`src/rtl/atom_ps2_keyboard.sv`:
```
// atom_ps2_keyboard: PS/2 set-2 keyboard front end emulating the Acorn Atom
// 10x6 key matrix. The 8255 Port A row select reads back column, SHIFT, CTRL
// and REPT bits combinationally from a registered key-state matrix.
// Optional build macro ATOM_KBD_BREAK_EN: F12 (scan 0x07) drives break_n as a
// CPU reset request. When the macro is undefined, break_n is tied high and
// 0x07 is treated as unmapped.
//
// state   | meaning
// --------+-----------------------------------------------
// S_IDLE  | waiting for a start bit (data low on falling edge)
// S_DATA  | shifting in 8 data bits, LSB first
// S_PARITY| sampling the odd-parity bit
// S_STOP  | sampling the stop bit, then accept or drop the byte
module atom_ps2_keyboard #(
  parameter int TIMEOUT_CYCLES = 20000,
  parameter int ROWS           = 10
) (
  input  logic       clk,
  input  logic       reset,
  input  logic       ps2_clk,
  input  logic       ps2_data,
  input  logic [3:0] row,
  output logic [5:0] col_n,
  output logic       ctrl_n,
  output logic       shift_n,
  output logic       rept_n,
  output logic       break_n,
  output logic       code_stb,
  output logic [7:0] code
);

  localparam int TW = $clog2(TIMEOUT_CYCLES + 1);

  typedef enum logic [1:0] {S_IDLE, S_DATA, S_PARITY, S_STOP} state_t;

  state_t         state, state_nxt;
  logic [1:0]     clk_sync, data_sync;
  logic           clk_dly;
  logic           fall;
  logic           data_s;
  logic [2:0]     bitcnt;
  logic [7:0]     shreg;
  logic           par;
  logic [TW-1:0]  tmr;
  logic           timeout;
  logic           byte_ok;
  logic           byte_bad;

  logic           ext, brk;
  logic           shift_l, shift_r, ctrl, rept;
  logic [5:0]     matrix [ROWS];
  logic           pressed;
  logic           key_hit;
  logic [3:0]     key_row;
  logic [2:0]     key_col;
  logic           sel_shl, sel_shr, sel_ctrl, sel_rept;
`ifdef ATOM_KBD_BREAK_EN
  logic           sel_brk;
  logic           break_key;
`endif

  // Atom key matrix lookup: {hit, row[3:0], col[2:0]} for a plain scan code.
  // Arrow keys are extended codes and are not reachable here.
  function automatic logic [7:0] keymap(input logic [7:0] sc);
    logic [7:0] km;
    km = 8'h00;
    case (sc)
      8'h26: km = {1'b1, 4'd0, 3'd1}; // 3
      8'h4E: km = {1'b1, 4'd0, 3'd2}; // -
      8'h34: km = {1'b1, 4'd0, 3'd3}; // G
      8'h15: km = {1'b1, 4'd0, 3'd4}; // Q
      8'h76: km = {1'b1, 4'd0, 3'd5}; // ESC
      8'h1E: km = {1'b1, 4'd1, 3'd1}; // 2
      8'h41: km = {1'b1, 4'd1, 3'd2}; // ,
      8'h2B: km = {1'b1, 4'd1, 3'd3}; // F
      8'h4D: km = {1'b1, 4'd1, 3'd4}; // P
      8'h1A: km = {1'b1, 4'd1, 3'd5}; // Z
      8'h16: km = {1'b1, 4'd2, 3'd1}; // 1
      8'h4C: km = {1'b1, 4'd2, 3'd2}; // ;
      8'h24: km = {1'b1, 4'd2, 3'd3}; // E
      8'h44: km = {1'b1, 4'd2, 3'd4}; // O
      8'h35: km = {1'b1, 4'd2, 3'd5}; // Y
      8'h45: km = {1'b1, 4'd3, 3'd1}; // 0
      8'h52: km = {1'b1, 4'd3, 3'd2}; // : on quote key
      8'h23: km = {1'b1, 4'd3, 3'd3}; // D
      8'h31: km = {1'b1, 4'd3, 3'd4}; // N
      8'h1C: km = {1'b1, 4'd3, 3'd5}; // A
      8'h58: km = {1'b1, 4'd4, 3'd0}; // LOCK on caps lock
      8'h66: km = {1'b1, 4'd4, 3'd1}; // DELETE on backspace
      8'h46: km = {1'b1, 4'd4, 3'd2}; // 9
      8'h21: km = {1'b1, 4'd4, 3'd3}; // C
      8'h3A: km = {1'b1, 4'd4, 3'd4}; // M
      8'h1D: km = {1'b1, 4'd4, 3'd5}; // W
      8'h55: km = {1'b1, 4'd5, 3'd0}; // ^ on = key
      8'h0D: km = {1'b1, 4'd5, 3'd1}; // COPY on tab
      8'h3E: km = {1'b1, 4'd5, 3'd2}; // 8
      8'h32: km = {1'b1, 4'd5, 3'd3}; // B
      8'h4B: km = {1'b1, 4'd5, 3'd4}; // L
      8'h2A: km = {1'b1, 4'd5, 3'd5}; // V
      8'h5B: km = {1'b1, 4'd6, 3'd0}; // ]
      8'h5A: km = {1'b1, 4'd6, 3'd1}; // RETURN
      8'h3D: km = {1'b1, 4'd6, 3'd2}; // 7
      8'h22: km = {1'b1, 4'd6, 3'd3}; // X
      8'h42: km = {1'b1, 4'd6, 3'd4}; // K
      8'h3C: km = {1'b1, 4'd6, 3'd5}; // U
      8'h5D: km = {1'b1, 4'd7, 3'd0}; // backslash
      8'h36: km = {1'b1, 4'd7, 3'd2}; // 6
      8'h0E: km = {1'b1, 4'd7, 3'd3}; // @ on backtick
      8'h3B: km = {1'b1, 4'd7, 3'd4}; // J
      8'h2C: km = {1'b1, 4'd7, 3'd5}; // T
      8'h54: km = {1'b1, 4'd8, 3'd0}; // [
      8'h2E: km = {1'b1, 4'd8, 3'd2}; // 5
      8'h4A: km = {1'b1, 4'd8, 3'd3}; // /
      8'h43: km = {1'b1, 4'd8, 3'd4}; // I
      8'h1B: km = {1'b1, 4'd8, 3'd5}; // S
      8'h29: km = {1'b1, 4'd9, 3'd0}; // SPACE
      8'h25: km = {1'b1, 4'd9, 3'd2}; // 4
      8'h49: km = {1'b1, 4'd9, 3'd3}; // .
      8'h33: km = {1'b1, 4'd9, 3'd4}; // H
      8'h2D: km = {1'b1, 4'd9, 3'd5}; // R
      default: km = 8'h00;
    endcase
    return km;
  endfunction

  // Two-flop synchronisers; idle-high reset avoids a false edge after reset
  always_ff @(posedge clk or posedge reset) begin
    if (reset) begin
      clk_sync  <= 2'b11;
      data_sync <= 2'b11;
      clk_dly   <= 1'b1;
    end else begin
      clk_sync  <= {clk_sync[0], ps2_clk};
      data_sync <= {data_sync[0], ps2_data};
      clk_dly   <= clk_sync[1];
    end
  end

  assign fall   = clk_dly & ~clk_sync[1];
  assign data_s = data_sync[1];

  // Receiver state register
  always_ff @(posedge clk or posedge reset) begin
    if (reset) state <= S_IDLE;
    else       state <= state_nxt;
  end

  // Receiver next-state logic; a stalled frame times out back to idle
  always_comb begin
    state_nxt = state;
    case (state)
      S_IDLE:   if (fall && !data_s) state_nxt = S_DATA;
      S_DATA:   if (timeout) state_nxt = S_IDLE;
                else if (fall && bitcnt == 3'd7) state_nxt = S_PARITY;
      S_PARITY: if (timeout) state_nxt = S_IDLE;
                else if (fall) state_nxt = S_STOP;
      S_STOP:   if (timeout || fall) state_nxt = S_IDLE;
      default:  state_nxt = S_IDLE;
    endcase
  end

  // Receiver outputs: timeout and end-of-frame accept/drop decisions
  always_comb begin
    timeout  = (state != S_IDLE) && !fall && (tmr == '0);
    byte_ok  = 1'b0;
    byte_bad = 1'b0;
    if (state == S_STOP && fall) begin
      byte_ok  = (^{par, shreg}) & data_s;
      byte_bad = ~byte_ok;
    end
  end

  // Frame datapath: shift register, bit counter, parity and inactivity timer
  always_ff @(posedge clk or posedge reset) begin
    if (reset) begin
      shreg  <= 8'h00;
      bitcnt <= 3'd0;
      par    <= 1'b0;
      tmr    <= TW'(TIMEOUT_CYCLES);
    end else begin
      if (state == S_IDLE && fall) bitcnt <= 3'd0;
      if (state == S_DATA && fall) begin
        shreg  <= {data_s, shreg[7:1]};
        bitcnt <= bitcnt + 3'd1;
      end
      if (state == S_PARITY && fall) par <= data_s;
      if (fall || state == S_IDLE) tmr <= TW'(TIMEOUT_CYCLES);
      else if (tmr != '0)          tmr <= tmr - TW'(1);
    end
  end

  // Accepted byte register and one-cycle strobe
  always_ff @(posedge clk or posedge reset) begin
    if (reset) begin
      code_stb <= 1'b0;
      code     <= 8'h00;
    end else begin
      code_stb <= byte_ok;
      if (byte_ok) code <= shreg;
    end
  end

  // Decode the accepted byte into a matrix position or modifier flag
  always_comb begin
    key_hit  = 1'b0;
    key_row  = 4'd0;
    key_col  = 3'd0;
    sel_shl  = 1'b0;
    sel_shr  = 1'b0;
    sel_ctrl = 1'b0;
    sel_rept = 1'b0;
`ifdef ATOM_KBD_BREAK_EN
    sel_brk  = 1'b0;
`endif
    if (ext) begin
      case (code)
        8'h14: sel_ctrl = 1'b1;
        8'h5A: begin key_hit = 1'b1; key_row = 4'd6; key_col = 3'd1; end
        default: ;
      endcase
    end else begin
      case (code)
        8'h12: sel_shl  = 1'b1;
        8'h59: sel_shr  = 1'b1;
        8'h14: sel_ctrl = 1'b1;
        8'h11: sel_rept = 1'b1;
`ifdef ATOM_KBD_BREAK_EN
        8'h07: sel_brk  = 1'b1;
`endif
        default: {key_hit, key_row, key_col} = keymap(code);
      endcase
    end
  end

  assign pressed = ~brk;

  // Prefix tracking and key-state update, one cycle behind the accepted byte
  always_ff @(posedge clk or posedge reset) begin
    if (reset) begin
      ext     <= 1'b0;
      brk     <= 1'b0;
      shift_l <= 1'b0;
      shift_r <= 1'b0;
      ctrl    <= 1'b0;
      rept    <= 1'b0;
`ifdef ATOM_KBD_BREAK_EN
      break_key <= 1'b0;
`endif
      for (int r = 0; r < ROWS; r++) matrix[r] <= 6'h00;
    end else if (byte_bad) begin
      ext <= 1'b0;
      brk <= 1'b0;
    end else if (code_stb) begin
      if (code == 8'hE0) ext <= 1'b1;
      else if (code == 8'hF0) brk <= 1'b1;
      else begin
        ext <= 1'b0;
        brk <= 1'b0;
        if (sel_shl)  shift_l <= pressed;
        if (sel_shr)  shift_r <= pressed;
        if (sel_ctrl) ctrl    <= pressed;
        if (sel_rept) rept    <= pressed;
`ifdef ATOM_KBD_BREAK_EN
        if (sel_brk)  break_key <= pressed;
`endif
        for (int r = 0; r < ROWS; r++)
          if (key_hit && key_row == 4'(r)) matrix[r][key_col] <= pressed;
      end
    end
  end

  // Row readback; unimplemented rows read as no key pressed
  always_comb begin
    col_n = 6'h3F;
    for (int r = 0; r < ROWS; r++)
      if (row == 4'(r)) col_n = ~matrix[r];
  end

  assign shift_n = ~(shift_l | shift_r);
  assign ctrl_n  = ~ctrl;
  assign rept_n  = ~rept;
`ifdef ATOM_KBD_BREAK_EN
  assign break_n = ~break_key;
`else
  assign break_n = 1'b1;
`endif

endmodule

```
`config.mk`:
```
export PLATFORM = sky130hd
export DESIGN_NAME = atom_ps2_keyboard
export DESIGN_NICKNAME = d
export VERILOG_FILES = /design/src/rtl/atom_ps2_keyboard.sv
export SDC_FILE = /design/constraint.sdc
export NUM_CORES = 1
export LEC_CHECK = 0
export ABC_CLOCK_PERIOD_IN_PS = 3320
export BUFFER_PORTS_ARGS = -buffer_cell sky130_fd_sc_hd__buf_4
export CORE_ASPECT_RATIO = 2
export CORE_MARGIN = 2
export CORE_UTILIZATION = 56
export DETAILED_ROUTE_END_ITERATION = 8
export MAX_ROUTING_LAYER = met4
export PLACE_DENSITY = 0.76
export SYNTH_ARGS = -nofsm -noshare
export SYNTH_HDL_FRONTEND = slang
export SYNTH_SLANG_ARGS = --single-unit
```
`constraint.sdc`:
```
create_clock -name clk -period 3.32 [get_ports clk]
set_clock_uncertainty 0.15 [all_clocks]
set_input_delay 0.332 -clock clk [delete_from_list [all_inputs] [get_ports clk]]
set_output_delay 0.332 -clock clk [all_outputs]
set_load 0.02 [all_outputs]
```
==> out/results.tsv <==
stage	metric	value	unit
sta	final setup fails	0	
detailed_routing	DRT antenna net count	0	
run_status	violated checks	hold timing	
detailed_routing	Pre-antenna DRT Iters	5	
worst_hold_path	Hold Crit Class	in -> async	
detailed_routing	number of vias per cell	6.49	
sta	Slew Viols, Final	0	
final_layout	share of cells above drive strength 1	22.3	%
clock_tree	clock slew at reported path FFs	0.08	ns
critical_path	worst path cell trace	inv_2 > ha_2 > nor2b_1 > or4b_1 > o2111ai_1 > nand3_2 > nor4_4 > nand3b_1 > buf_4 > o21ai_0 > o31ai_1	
critical_path	r2r startpoint	code[1]	
detailed_routing	DR WL/cell	20.1	microns
clock_tree	CTS buffer count	9	
critical_path	worst reg2reg setup slack	0.21	ns
detailed_routing	routed wl met2	8.49	mm
critical_path	crit path DAT	3.14	ns
global_routing	grt total ovfl	0	
pwr	P_leak	2.99	nW
clock_tree	Clock Sinks	109	
critical_path	worst reg2reg endpoint	matrix[44]	
critical_path	WP data required	3.35	ns
sta	Final Worst Setup Slack	0.210	ns
critical_path	Crit Path Class	reg -> reg	
critical_path	Crit-path slowest cell	or4b_1	
detailed_routing	# DRC	0	
synthesis	Synth Net Count	683	
floorplanning	core area	0.0116	sq mm
floorplanning	chip width	80.5	microns
synthesis	sequential fraction of the synthesis area	41.8	%
global_routing	first-pass GRT wire length	27.4	mm
clock_tree	CTS H-tree depth	3	
final_layout	Layout Nets	698	
floorplanning	number of cell rows	56	
critical_path	critical path endpoint category	flop	
detailed_routing	met1 WL	6.98	mm
job	Max Cap Viol	0	
floorplanning	Initial Utilization	56.7	%
synthesis	EDFF count, synth	0	
sta	Least-Margin Pin Slew	1.09	ns
critical_path	Worst R2R Path Depth	11	
global_routing	antenna violations before repair	0	
sta	setup tns final	0	ns
run_status	outcome	finished with violations	
critical_path	CP Max Fanout	11	
pwr	Power Dens Cells	408	mW/mm^2
sta	unrepaired setup endpoints after global routing	false	
detailed_routing	routed wl met3	634	microns
pwr	Peak supply drop	434	uV
critical_path	Worst Setup Start Kind	flop	
place	placed cells	808	
sta	Final Hold Fails	17	
final_layout	synthesis-to-finish area growth	11.4	%
synthesis	Synth Instances	665	
clock_tree	clk_lat worst skew	0.35	ns
final_layout	Fillers	990	
global_routing	vias in the first global route	5396	
clock_tree	CTS tree	built	
place	dpl ws	-0.119	ns
place	GP Congestion	1.01	
global_routing	largest net degree at the start of global routing	65	
sta	slew margin rel.	27.6	%
synthesis	Post-Syn Area	0.00656	sq mm
floorplanning	# IOs	27	
synthesis	share of flip-flops with an asynchronous set or reset	100	%
clock_tree	root buf cell	clkbuf_16	
synthesis	Synth Flop Type	dfrtp_1	
sta	Tmin final	3.11	ns
sta	Tcrit/Tclk final	93.7	%
critical_path	max incr delay on CP	0.50	ns
floorplanning	die area	0.0126	sq mm
synthesis	Syn Area/Cell	9.86	sq um
final_layout	final core utilization	63.2	%
final_layout	Layout Cells excl Fill	830	
sta	Hold Slack	-0.0152	ns
detailed_routing	Top Metal Used	met4	
global_routing	GR Util All Layers	28.6	%
final_layout	diode count	0	
place	HPWL after DPL	11.4	mm
detailed_routing	routed wire length	16.6	mm
synthesis	flops & latches, synth	109	
clock_tree	clk buf depth	2	
place	# port buffers	25	
synthesis	synth warn	0	
floorplanning	Vert. Die Dim	157	microns
detailed_routing	DRT iter0 DRCs	574	
detailed_routing	DR vias	5388	
synthesis	Cell variety after synth	77	
sta	max frequency	322	MHz
==> synthesized netlist by cell type (4+ instances only) <==
cell type | count | area share, %
nand4_1 | 5 | 0.48
mux2i_1 | 16 | 2.4
o21ai_1 | 8 | 0.61
buf_6 | 8 | 1.4
o21ai_0 | 73 | 5.6
and3_1 | 5 | 0.48
o211ai_1 | 8 | 0.92
or2_2 | 4 | 0.38
mux4_2 | 13 | 4.5
o22a_1 | 5 | 0.67
nor2b_1 | 12 | 1.1
nand2b_1 | 11 | 1.0
nand3b_1 | 4 | 0.46
xor2_1 | 4 | 0.53
dfrtp_1 | 99 | 38
clkbuf_1 | 32 | 1.8
nor3_1 | 4 | 0.31
a31oi_1 | 6 | 0.57
a21oi_1 | 25 | 1.9
ha_1 | 10 | 1.9
inv_1 | 19 | 1.1
nor4_1 | 7 | 0.67
mux2_2 | 20 | 3.4
xnor2_1 | 10 | 1.3
dfstp_2 | 10 | 4.0
nand3_1 | 15 | 1.1
buf_2 | 17 | 1.3
o31ai_1 | 63 | 7.2
nor2_1 | 32 | 1.8
nand2_1 | 35 | 2.0
a211oi_1 | 7 | 0.80
or3_1 | 8 | 0.76
==> power breakdown <==
part / internal, mW / switching, mW
combinational: 0.205 / 0.203
clock: 0.598 / 0.505
sequential: 1.40 / 0.0742
total: 2.20 / 0.782
==> kinds of logic (layout without fill, tap and decap cells) <==
| group | after synthesis | in the layout | share of synthesized area [%] |
|---|---|---|---|
| compound gates | 232 | 232 | 23.3 |
| simple gates | 165 | 165 | 13.9 |
| flops | 109 | 109 | 41.8 |
| buf+inv | 83 | 103 | 6.12 |
| mux | 49 | 49 | 10.3 |
| xor+xnor | 16 | 16 | 2.56 |
| fa+ha+maj | 10 | 10 | 1.91 |
| other cells | 1 | 1 | 0.0572 |
==> worst max-delay path: cells and delay by family, from the launching register on <==
| kind | cells | cell delay (ns) |
|---|---|---|
| AND/OR/NAND/NOR | 5 | 1.19 |
| flip-flops | 1 | 0.46 |
| buffers and inverters | 2 | 0.30 |
| AO/OA/AOI/OAI | 3 | 0.51 |
| adder cells (fa/ha/maj) | 1 | 0.33 |
==> metrics by stage <==
stage / cell area (sq um) / power [mW]
after global routing: 7310 / 3.12
after floorplan: 6560 / 1.81
after CTS: 7250 / 3.02
after global placement: 6900 / 1.89
final: 7310 / 2.99
after detailed placement: 6900 / 1.91
==> layer usage <==
layer | global-route usage [%] | vias to the layer above
met2 | 45.5 | 194
met4 | 11.9 | 0
met5 | - | -
li1 | - | 2506
met1 | 37.3 | 2644
met3 | 2.98 | 44
==> cells in the final DEF, fill, tap and decap left out, types with 5 or more instances in the layout <==
master and n:
nor2b_1 12, nand2_1 34, o31ai_1 63, dfrtp_1 96, or2_2 5, o21ai_0 73, clkbuf_16 9, mux2i_1 16
a21oi_1 25, and3_1 5, mux4_2 13, xnor2_1 10, or3_1 8, dfstp_2 10, nor2_1 32, nand4_1 5
mux2_2 20, o22a_1 5, buf_4 63, a211oi_1 6, a31oi_1 6, nand2b_1 11, inv_1 17, ha_1 6
nor4_1 6, o21ai_1 8, o211ai_1 8, nand3_1 14
==> repair_timing <==
item / 4_1_cts / 5_1_grt
pin swaps: 1 / 0
hold buffers: 2 / 0
endpoints found under the setup margin: 13 / 54
resized for setup: 3 / 15
endpoints found under the hold margin: 2 / 0
cloned: 0 / 0
buffers inserted: 2 / 2
==> cell type report <==
type                            count  area [sq um]  share of cell area, %
Multi-Input combinational cell    473          3470                   47.5
Sequential cell                   109          2740                   37.5
Timing Repair Buffer               67           533                   7.29
Clock buffer                       11           233                   3.18
Tap cell                          145           181                   2.48
Inverter                           20          78.8                   1.08
Clock inverter                      5          67.6                  0.924
==> how the worst max path moves through the flow <==
stage	from	to	slack, ns	cells past startpoint
after floorplan	code[1]	matrix[13]	0.03	14
after global placement	code[1]	matrix[42]	0.12	10
after detailed placement	code[1]	matrix[44]	-0.12	10
after CTS	code[1]	matrix[31]	0.04	10
after global routing	code[2]	matrix[56]	0.007	9
final	code[1]	matrix[44]	0.21	11
==> sequential cells by signal, indices dropped and copies added (netlist names) <==
name	count
ctrl	1
state	2
shreg	8
rept	1
code_stb	1
tmr	15
matrix	60
bitcnt	3
clk_dly	1
ext	1
code	8
shift_l	1
data_sync	2
clk_sync	2
brk	1
par	1
shift_r	1
No activity file was read; power rests on OpenSTA's default activity.
